--- config.mk ---
export PLATFORM = sky130hd
export DESIGN_NAME = fmps_trip_evaluate_flat
export DESIGN_NICKNAME = d
export VERILOG_FILES = /design/src/rtl/fmps_trip_evaluate_pkg.sv /design/src/rtl/fmps_trip_evaluate_if.sv /design/src/rtl/fmps_trip_evaluate.sv /design/src/flat_wrapper.sv
export SDC_FILE = /design/constraint.sdc
export NUM_CORES = 1
export LEC_CHECK = 0
export CAP_MARGIN = 20
export CORE_MARGIN = 1.5
export CORE_UTILIZATION = 52
export CTS_CLUSTER_DIAMETER = 100
export CTS_CLUSTER_SIZE = 24
export DETAILED_ROUTE_END_ITERATION = 10
export GPL_TIMING_DRIVEN = 1
export PLACE_DENSITY = 0.84
export REMOVE_ABC_BUFFERS = 1
export SLEW_MARGIN = 40
export SYNTH_ARGS = -nofsm -noshare
export SYNTH_HDL_FRONTEND = slang
export SYNTH_SLANG_ARGS = --single-unit
--- constraint.sdc ---
create_clock -name sysClk -period 7.8 [get_ports sysClk]
set_input_delay 1.17 -clock sysClk [delete_from_list [all_inputs] [get_ports sysClk]]
set_output_delay 1.17 -clock sysClk [all_outputs]
set_load 0.01 [all_outputs]
--- src/rtl/fmps_trip_evaluate_pkg.sv ---
`default_nettype none
// ============================================================================
// Module  : fmps_trip_evaluate_pkg
// Brief   : Shared constants, field positions and FSM encoding for the FMPS
//           trip evaluator.
// Revision: 1.0 - initial release
// ============================================================================
package fmps_trip_evaluate_pkg;

  localparam int c_FMPS_WORD_FAULT_BIT = 31;

  // GPIO_OUT control word layout
  localparam int c_GPIO_MASK_LSB    = 16;
  localparam int c_GPIO_MISSING_BIT = 29;
  localparam int c_GPIO_ENABLE_BIT  = 30;
  localparam int c_GPIO_CLEAR_BIT   = 31;

  // csr status word layout
  localparam int c_CSR_BUSY_BIT      = 31;
  localparam int c_CSR_LATCHED_BIT   = 30;
  localparam int c_CSR_TIMEOUT_BIT   = 29;
  localparam int c_CSR_ENABLE_BIT    = 28;
  localparam int c_CSR_MISSING_BIT   = 27;
  localparam int c_CSR_SEQNO_LSB     = 16;
  localparam int c_CSR_TRIPCOUNT_LSB = 8;

  typedef enum logic [1:0] {
    ST_IDLE  = 2'd0,
    ST_SCAN  = 2'd1,
    ST_DRAIN = 2'd2,
    ST_DONE  = 2'd3
  } state_t;

  function automatic logic [7:0] fit8(input logic [31:0] value);
    return value[7:0];
  endfunction

endpackage
`default_nettype wire

--- src/rtl/fmps_trip_evaluate_if.sv ---
`default_nettype none
// ============================================================================
// Module  : fmps_trip_evaluate_if
// Brief   : Readout port between the FMPS link gatherer (master) and the trip
//           evaluator (slave).
// Revision: 1.0 - initial release
// ============================================================================
interface fmps_trip_evaluate_if #(
  parameter int INDEX_WIDTH = 5
);

  logic                          readoutValid;
  logic                          sysTimeoutStrobe;
  logic [(1<<INDEX_WIDTH)-1:0]   rxBitmap;
  logic [INDEX_WIDTH-1:0]        fmpsReadoutAddress;
  logic [31:0]                   fmpsReadout;

  modport master (
    output readoutValid,
    output sysTimeoutStrobe,
    output rxBitmap,
    output fmpsReadout,
    input  fmpsReadoutAddress
  );

  modport slave (
    input  readoutValid,
    input  sysTimeoutStrobe,
    input  rxBitmap,
    input  fmpsReadout,
    output fmpsReadoutAddress
  );

endinterface
`default_nettype wire

--- src/rtl/fmps_trip_evaluate.sv ---
`default_nettype none
// ============================================================================
// Module  : fmps_trip_evaluate
// Brief   : Scans every FMPS slot after each gatherer readout, evaluates trip
//           flags against the CSR mask and drives the mitigation trip strobe.
// Revision: 1.0 - initial release
// ============================================================================
module fmps_trip_evaluate
  import fmps_trip_evaluate_pkg::*;
#(
  parameter int INDEX_WIDTH = 5,
  parameter int TRIP_WIDTH  = 8,
  parameter int SEQNO_WIDTH = 8
) (
  input  wire logic                          sysClk,
  input  wire logic                          sysReset_n,
  input  wire logic                          csrStrobe,
  input  wire logic [31:0]                   GPIO_OUT,
  output logic [31:0]                        csr,
  fmps_trip_evaluate_if.slave                gath,
  output logic                               tripStrobe,
  output logic [(1<<INDEX_WIDTH)-1:0]        tripBitmap,
  output logic                               tripLatched,
  output logic                               scanDone
);

  localparam int c_SLOTS = 1 << INDEX_WIDTH;
  localparam int c_CW    = INDEX_WIDTH + 1;

  state_t                   r_state;
  logic [c_CW-1:0]          r_fmpsCount;
  logic [7:0]               r_tripMask;
  logic                     r_missingIsTrip;
  logic                     r_enable;
  logic                     r_readoutValidD;
  logic [INDEX_WIDTH-1:0]   r_addr;
  logic [INDEX_WIDTH-1:0]   r_addrD;
  logic                     r_validD;
  logic [c_SLOTS-1:0]       r_accBitmap;
  logic [c_CW-1:0]          r_accCount;
  logic [c_CW-1:0]          r_tripCountLast;
  logic [SEQNO_WIDTH-1:0]   r_seqno;
  logic                     r_toPending;
  logic                     r_timeoutTrip;

  logic                     w_startEdge;
  logic [c_CW-1:0]          w_gpioCount;
  logic [c_CW-1:0]          w_countSat;
  logic                     w_lastAddr;
  logic                     w_slotTrip;
  logic                     w_timeoutArmed;
  logic                     w_toPend;
  logic                     w_idleTimeout;
  logic                     w_doneTimeout;
  logic                     w_doneTrip;
  logic                     w_setLatch;
  logic                     w_setTimeout;
  logic                     w_clear;
  logic                     w_unused;

  assign w_startEdge = gath.readoutValid & ~r_readoutValidD;
  assign w_gpioCount = GPIO_OUT[INDEX_WIDTH:0];
  assign w_countSat  = (w_gpioCount > c_CW'(c_SLOTS)) ? c_CW'(c_SLOTS) : w_gpioCount;

  // Relational compare keeps the scan terminating if fmpsCount shrinks mid-scan.
  assign w_lastAddr  = (r_fmpsCount <= c_CW'(1)) ||
                       ({1'b0, r_addr} >= (r_fmpsCount - c_CW'(1)));

  assign w_slotTrip  = (|(gath.fmpsReadout[TRIP_WIDTH-1:0] & r_tripMask[TRIP_WIDTH-1:0]))
                     | gath.fmpsReadout[c_FMPS_WORD_FAULT_BIT]
                     | (r_missingIsTrip & ~gath.rxBitmap[r_addrD]);

  assign w_timeoutArmed = r_enable & r_missingIsTrip;
  assign w_toPend       = r_toPending | gath.sysTimeoutStrobe;
  assign w_idleTimeout  = (r_state == ST_IDLE) & gath.sysTimeoutStrobe & w_timeoutArmed;
  assign w_doneTimeout  = (r_state == ST_DONE) & w_toPend & w_timeoutArmed;
  assign w_doneTrip     = (r_state == ST_DONE) & r_enable & ((|r_accBitmap) | w_doneTimeout);
  assign w_setLatch     = w_doneTrip | w_idleTimeout;
  assign w_setTimeout   = w_idleTimeout | w_doneTimeout;
  assign w_clear        = csrStrobe & GPIO_OUT[c_GPIO_CLEAR_BIT];

  assign gath.fmpsReadoutAddress = r_addr;

  assign csr = {(r_state != ST_IDLE), tripLatched, r_timeoutTrip, r_enable, r_missingIsTrip,
                3'b000, fit8(32'(r_seqno)), fit8(32'(r_tripCountLast)), fit8(32'(r_fmpsCount))};

  assign w_unused = &{1'b0, GPIO_OUT, gath.fmpsReadout, r_tripMask};

  always_ff @(posedge sysClk or negedge sysReset_n) begin
    if (!sysReset_n) begin
      r_state         <= ST_IDLE;
      r_fmpsCount     <= '0;
      r_tripMask      <= '0;
      r_missingIsTrip <= 1'b0;
      r_enable        <= 1'b0;
      r_readoutValidD <= 1'b0;
      r_addr          <= '0;
      r_addrD         <= '0;
      r_validD        <= 1'b0;
      r_accBitmap     <= '0;
      r_accCount      <= '0;
      r_tripCountLast <= '0;
      r_seqno         <= '0;
      r_toPending     <= 1'b0;
      r_timeoutTrip   <= 1'b0;
      tripStrobe      <= 1'b0;
      tripBitmap      <= '0;
      tripLatched     <= 1'b0;
      scanDone        <= 1'b0;
    end else begin
      r_readoutValidD <= gath.readoutValid;
      tripStrobe      <= 1'b0;
      scanDone        <= 1'b0;
      r_validD        <= 1'b0;

      if (csrStrobe) begin
        r_fmpsCount     <= w_countSat;
        r_tripMask      <= GPIO_OUT[c_GPIO_MASK_LSB +: 8];
        r_missingIsTrip <= GPIO_OUT[c_GPIO_MISSING_BIT];
        r_enable        <= GPIO_OUT[c_GPIO_ENABLE_BIT];
      end

      // A trip in the same cycle as a clear request wins.
      if (w_setLatch) begin
        tripLatched <= 1'b1;
      end else if (w_clear) begin
        tripLatched <= 1'b0;
      end
      if (w_setTimeout) begin
        r_timeoutTrip <= 1'b1;
      end else if (w_clear) begin
        r_timeoutTrip <= 1'b0;
      end

      if (r_validD) begin
        r_accBitmap[r_addrD] <= w_slotTrip;
        r_accCount           <= r_accCount + c_CW'(w_slotTrip);
      end

      case (r_state)
        ST_IDLE: begin
          r_addr      <= '0;
          r_toPending <= 1'b0;
          tripStrobe  <= w_idleTimeout;
          if (w_startEdge) begin
            r_accBitmap <= '0;
            r_accCount  <= '0;
            // An empty scan still passes through DRAIN so every scan takes fmpsCount+2 cycles.
            r_state     <= (r_fmpsCount == '0) ? ST_DRAIN : ST_SCAN;
          end
        end
        ST_SCAN: begin
          r_validD    <= 1'b1;
          r_addrD     <= r_addr;
          r_toPending <= w_toPend;
          if (w_lastAddr) begin
            r_addr  <= '0;
            r_state <= ST_DRAIN;
          end else begin
            r_addr  <= r_addr + INDEX_WIDTH'(1);
          end
        end
        ST_DRAIN: begin
          r_toPending <= w_toPend;
          r_state     <= ST_DONE;
        end
        ST_DONE: begin
          tripBitmap      <= r_accBitmap;
          r_tripCountLast <= r_accCount;
          r_seqno         <= r_seqno + SEQNO_WIDTH'(1);
          scanDone        <= 1'b1;
          tripStrobe      <= w_doneTrip;
          r_toPending     <= 1'b0;
          r_state         <= ST_IDLE;
        end
        default: r_state <= ST_IDLE;
      endcase
    end
  end

endmodule
`default_nettype wire

--- src/flat_wrapper.sv ---
// flat-port wrapper written by rule: the top's interface ports become plain ports
module fmps_trip_evaluate_flat import fmps_trip_evaluate_pkg::*;
#(
  parameter int INDEX_WIDTH = 5,
  parameter int TRIP_WIDTH  = 8,
  parameter int SEQNO_WIDTH = 8
)
  (sysClk, sysReset_n, csrStrobe, GPIO_OUT, csr, tripStrobe, tripBitmap, tripLatched, scanDone, gath_readoutValid, gath_sysTimeoutStrobe, gath_rxBitmap, gath_fmpsReadout, gath_fmpsReadoutAddress);
  fmps_trip_evaluate_if #(.INDEX_WIDTH(INDEX_WIDTH)) gath_i ();
  input  wire logic sysClk;
  input  wire logic sysReset_n;
  input  wire logic csrStrobe;
  input  wire logic [31:0] GPIO_OUT;
  output logic [31:0] csr;
  output logic tripStrobe;
  output logic [(1<<INDEX_WIDTH)-1:0] tripBitmap;
  output logic tripLatched;
  output logic scanDone;
  input wire logic [$bits(gath_i.readoutValid)-1:0] gath_readoutValid;
  input wire logic [$bits(gath_i.sysTimeoutStrobe)-1:0] gath_sysTimeoutStrobe;
  input wire logic [$bits(gath_i.rxBitmap)-1:0] gath_rxBitmap;
  input wire logic [$bits(gath_i.fmpsReadout)-1:0] gath_fmpsReadout;
  output wire logic [$bits(gath_i.fmpsReadoutAddress)-1:0] gath_fmpsReadoutAddress;
  assign gath_i.readoutValid = gath_readoutValid;
  assign gath_i.sysTimeoutStrobe = gath_sysTimeoutStrobe;
  assign gath_i.rxBitmap = gath_rxBitmap;
  assign gath_i.fmpsReadout = gath_fmpsReadout;
  assign gath_fmpsReadoutAddress = gath_i.fmpsReadoutAddress;
  fmps_trip_evaluate #(.INDEX_WIDTH(INDEX_WIDTH), .TRIP_WIDTH(TRIP_WIDTH), .SEQNO_WIDTH(SEQNO_WIDTH)) u_core (.sysClk(sysClk), .sysReset_n(sysReset_n), .csrStrobe(csrStrobe), .GPIO_OUT(GPIO_OUT), .csr(csr), .gath(gath_i), .tripStrobe(tripStrobe), .tripBitmap(tripBitmap), .tripLatched(tripLatched), .scanDone(scanDone));
endmodule
[After elaboration in Yosys (flattened, before gate mapping)]
Cells that the tools add are included.
Word-level totals
  register bits: 119
  latch bits: 0
  memory bits (writable): 0
  bits in read-only memories: 0
  input port bits: 101
  output and inout bits: 72
  logic and storage cells: 90
  memories: 0
Operators by class
  add/sub/neg operators: 4
  multiply operators: 0
  divide/modulo/power cells: 0
  order comparisons: 5
  equality and inequality tests: 5
  shift-type cells: 0
  multiplexer cells: 25
  bitwise gates (word level): 19
  reductions and logical operators: 13
Operator list (count)
  2-to-1 mux 32 bit: 3
  bitwise mux 32 bit: 1
  OR reduction 32 bit: 1
  2-to-1 mux 6 bit: 4
  bitwise AND 1 bit: 10
  one-hot mux 5 bit (2 select lines): 1
  adder 8 x 1 -> 8 bit, second input constant: 1
  bitwise AND 8 bit: 1
  one-hot mux 2 bit (4 select lines): 1
  nonzero test 2 bit: 4
  OR reduction 8 bit: 1
  2-to-1 mux 1 bit: 7
  adder 6 x 1 -> 6 bit: 1
  >= comparator 5 x 6 -> 1 bit: 1
  greater-than comparator 6 bit, second input constant: 1
  <= comparator 6 x 1 -> 1 bit, second input constant: 1
  zero test 6 bit: 1
  < comparator 5 x 6 -> 1 bit, second input constant: 1
  2-to-1 mux 2 bit: 3
  OR 1 bit: 6
  subtractor 6 x 1 -> 6 bit, second input constant: 1
  adder 5 x 1 -> 5 bit, second input constant: 1
  binary-select mux 1 bit (select 5 bit): 1
  demux 1 bit (select 5 bit): 1
  other kinds (12): 17

[Longest topological paths before layout]
  depth after elaboration: 9
  mapped depth: 13
  depth with buffers taken out: 10

[Worst setup path before layout]
OpenSTA, ideal clock, no wires.
  path kind: input port to flip-flop
  start point: input gath_rxBitmap[27]
  end point: register u_core.r_accCount[5]
  setup time: 79 ps
  arrival: 3005 ps
  data required time: 7721 ps
  path slack: 4715 ps
  stages: 10
  buffers on the path: 1
  path through: mux4_2 nor2b_4 a21oi_2 o211ai_4 buf_6 nand2_1 ha_1 nand4_1 or3_1 a21oi_1
Between the ends
  cells in the longest elaborated chain, start to end: 9
Ends and longest elaborated chain
  start, declared: line flat_wrapper.sv:21  | input wire logic [$bits(gath_i.rxBitmap)-1:0] gath_rxBitmap;
  binary-select mux 1 bit (select 5 bit) *: line fmps_trip_evaluate.sv:71  | | (r_missingIsTrip & ~gath.rxBitmap[r_addrD]);
  2-to-1 mux 1 bit (implied by the code) *: line fmps_trip_evaluate.sv:71
  inverter 1 bit *: line fmps_trip_evaluate.sv:71
  bitwise AND 1 bit *: line fmps_trip_evaluate.sv:71
  OR 1 bit *: line fmps_trip_evaluate.sv:71
  adder 6 x 1 -> 6 bit *: line fmps_trip_evaluate.sv:137  | r_accCount <= r_accCount + c_CW'(w_slotTrip);
  2-to-1 mux 6 bit *: line fmps_trip_evaluate.sv:135  | if (r_validD) begin
  2-to-1 mux 6 bit: line fmps_trip_evaluate.sv:145  | if (w_startEdge) begin
  2-to-1 mux 6 bit *: line fmps_trip_evaluate.sv:140  | case (r_state)
  end signal, assigned: line fmps_trip_evaluate.sv:137
  end, declared: line fmps_trip_evaluate.sv:40  | logic [c_CW-1:0] r_accCount;
Every way passes the cells marked *; elsewhere a longest branch is shown, timed or not. The select of a mux whose other input is x is not followed.
A chain may end at the register's enable or synchronous reset.

[Worst setup path in the final report]
Same ends and word-level chain as after synthesis.

==> results by group <==
Global route
  • Initial antenna violation count: 0
  • Largest net degree at the start of global routing: 50
  • All-Layer GR Usage: 0.257
  • First-pass GRT wire length: 23.7 mm
  • Vias in the first global route: 4866
  • Overflow after GRT: 0

Logic synthesis
  • Syn Inst Count: 537
  • Post-synth cell types: 53
  • Flops & latches, synth: 119
  • Main area contributors after synthesis: dfrtp_1, mux2_2, nor4_1
  • Leading area contributor after synthesis: dfrtp_1
  • Synthesized area per cell: 11.1 µm²
  • Synth async-reset ratio: 1.00
  • Post-synth EDFFs: 0
  • Top FF cell, synth: dfrtp_1
  • Synth top area share: 0.499
  • Seq/Total Area, Yosys: 0.499
  • Yosys synthesis warning count: 0
  • Mapped cell area: 0.00597 mm²

Pwr
  • Peak VDD IR: 234 µV
  • P_leak: 3.31 nW
  • Final Total Pwr: 2.31 mW
  • Pwr dens: 297 mW/mm²

Hold path
  • Hold Path Class: reg2reg

Die
  • Row cnt: 38
  • Die height: 110 µm
  • Die area: 0.0121 mm²
  • Die width: 110 µm
  • Core Box Area: 0.0110 mm²
  • Io pins: 173
  • Starting Density: 0.541

Clocking
  • Worst-Skew Late Latency: 0.41 ns
  • CTS tree: built
  • CTS sink cnt: 119
  • CTS-repair resized insts: 0
  • Number of buffers created by CTS: 17
  • H-tree lvl count: 4
  • Clock slew at reported path FFs: 0.05 ns
  • Clk root buf: clkbuf_16
  • Postcts setup bufs: 0
  • CTS Hold Bufs: 0
  • Clk buf depth: 2

STA
  • Worst slew pin tran: 0.759 ns
  • Clock period minus worst slack: 3.40 ns
  • Post-Route Setup TNS: 0 ns
  • Clock skew: 0.00556 ns
  • Fin crit share: 0.437
  • Worst slew margin: 0.492
  • Slew Limit Fails: 0
  • Max frequency: 294 MHz
  • Fin. Hold Viols: 0
  • RSZ-0062 raised after global routing: no
  • Endpoints failing setup: 0

Critical path
  • Critical path startpoint: gath_rxBitmap[27]
  • CP required: 8.13 ns
  • CP Capture Point: u_core.r_accCount[5]
  • CP max FO: 33
  • FF-to-FF setup slack: 4.77 ns
  • Worst r2r dst: u_core.r_accCount[5]
  • Reg-to-Reg Start: u_core.r_addrD[1]
  • Critical path endpoint category: flip-flop
  • Worst EP arrival: 3.73 ns
  • Worst r2r path cells: 10
  • Startpoint Class: primary input
  • WS Path Type: in2reg

Finish
  • Finished Core Util: 0.705
  • P&R area growth vs syn: 30.2%
  • Nets: 762
  • Share of cells above drive strength 1: 0.190
  • # diodes: 0
  • Fill count: 803

Detailed routing
  • Average routed wire per standard cell: 17.8 µm
  • Remaining DRCs: 0
  • Final wirelength: 14.2 mm
  • ANT nets after route: 0
  • Vias: 4673
  • Via density per instance: 5.85
  • First-pass iteration count of the detailed router: 4
  • DR iter-0 viols: 266

Run status
  • Status: complete, no violations

Placement
  • RD Place Congestion: 0.820
  • DP HPWL: 9.84 mm
  • Number of port buffers: 127

Job
  • Total of max-cap violations: 0
==> Yosys cell counts, drive strengths merged, types with 2 or more instances <==
master  number
buf         26
and3         5
xor2         6
and2         2
o22ai        4
o21a         4
nand2b       5
a22oi        3
a21oi       37
ha          15
nand3       10
xnor2        9
or3b         3
a21o         3
nor4        40
mux2i       10
o21ai       38
nand4        8
nor2b        2
clkbuf      22
inv         11
nor2        40
or3          2
mux4         4
nor3         6
nand3b       7
a211oi       9
nand2       22
dfrtp      119
mux2        53
==> cell usage in the layout (no fill, tap or decap), types with 7 or more instances in the layout <==
master | synthesis | layout
xnor2_1 | 9 | 9
inv_1 | 11 | 11
nand3_1 | 10 | 10
o21ai_0 | 38 | 38
mux2i_1 | 10 | 10
ha_1 | 15 | 14
nor4_1 | 40 | 40
clkinv_2 | 0 | 8
clkdlybuf4s50_1 | 0 | 125
nand2_1 | 22 | 21
clkbuf_16 | 0 | 17
a21oi_2 | 18 | 18
nand4_1 | 8 | 8
conb_1 | 1 | 7
nor2_1 | 40 | 40
mux2_2 | 53 | 53
a21oi_1 | 19 | 19
dfrtp_1 | 119 | 119
==> state kept, by name, indices dropped and copies added, names as in the netlist <==
signal and flops:
u_core.tripBitmap 32, u_core.r_state 2, u_core.r_fmpsCount 6, u_core.tripStrobe 1
u_core.r_readoutValidD 1, u_core.r_seqno 8, u_core.scanDone 1, u_core.r_accCount 6
u_core.r_tripCountLast 6, u_core.r_toPending 1, u_core.r_enable 1, u_core.r_missingIsTrip 1
u_core.r_addrD 5, u_core.r_timeoutTrip 1, u_core.gath.fmpsReadoutAddress 5, u_core.r_validD 1
u_core.tripLatched 1, u_core.r_accBitmap 32, u_core.r_tripMask 8
==> report_power, final <==
part           internal (mW)  total [mW]  switching, mW
clock network          0.496       0.770          0.274
logic                  0.342       0.695          0.352
registers              0.723       0.845          0.122
total                   1.56        2.31          0.748
==> per-layer routing <==
layer	global-route usage	share of wire	wire length, µm	up-vias
met4	0.125	0.024	347	0
met2	0.419	0.49	7030	161
met5	0	0	0	-
met3	0.0682	0.059	835	26
li1	-	-	-	2161
met1	0.319	0.42	6000	2325
==> cell families (layout without fill, tap and decap cells) <==
kind of cell,after synthesis,in the layout,share of synthesized area
AND/OR/NAND/NOR,154,154,0.137
flip-flops,119,119,0.499
AO/OA/AOI/OAI,107,107,0.121
multiplexers,67,67,0.132
buffers and inverters,59,175,0.0572
adder cells (fa/ha/maj),15,15,0.0314
XOR/XNOR,15,15,0.0220
other,1,7,0.000628
==> worst min-delay path by stage <==
stage / startpoint / endpoint / slack, ns / cells past startpoint
2_1_floorplan: u_core.r_toPending / u_core.r_toPending / 0.45 / 1
3_3_place_gp: u_core.r_seqno[7] / u_core.r_seqno[7] / 0.46 / 1
3_5_place_dp: u_core.r_toPending / u_core.r_toPending / 0.47 / 1
4_1_cts: u_core.r_seqno[7] / u_core.r_seqno[7] / 0.48 / 1
5_1_grt: u_core.r_seqno[3] / u_core.r_seqno[3] / 0.51 / 1
6_report: u_core.r_seqno[7] / u_core.r_seqno[7] / 0.47 / 1
==> worst max-delay path: stages <==
cell and delay (ns):
clkdlybuf4s50_1 0.40, mux4_2 0.47, nor2b_4 0.14, a21oi_2 0.15
o211ai_4 0.08, buf_4 0.29, nand2_1 0.12, ha_1 0.17
nand4_1 0.17, or3_1 0.39, a21oi_1 0.15
==> final cells by class <==
type,instances,area [µm²],area share
flip-flops and latches,119,2980,0.383
multi-input cells,365,2680,0.345
repair buffers,132,1310,0.169
clock buffers,17,425,0.0547
well taps,140,175,0.0225
clock inverters,15,161,0.0208
inverters,11,41.3,0.00531
==> through the flow <==
stage | hold WS (ns) | worst slack, ns | cell area (µm²) | instances
final | 0.473 | 4.40 | 7770 | 799
after global routing | 0.514 | 4.30 | 7770 | 799
after CTS | 0.481 | 4.41 | 7780 | 799
after detailed placement | 0.470 | 4.00 | 7190 | 767
after global placement | 0.461 | 4.07 | 7170 | 766
after floorplan | 0.452 | 4.59 | 5690 | 495
(Power assumes the default switching activity.)
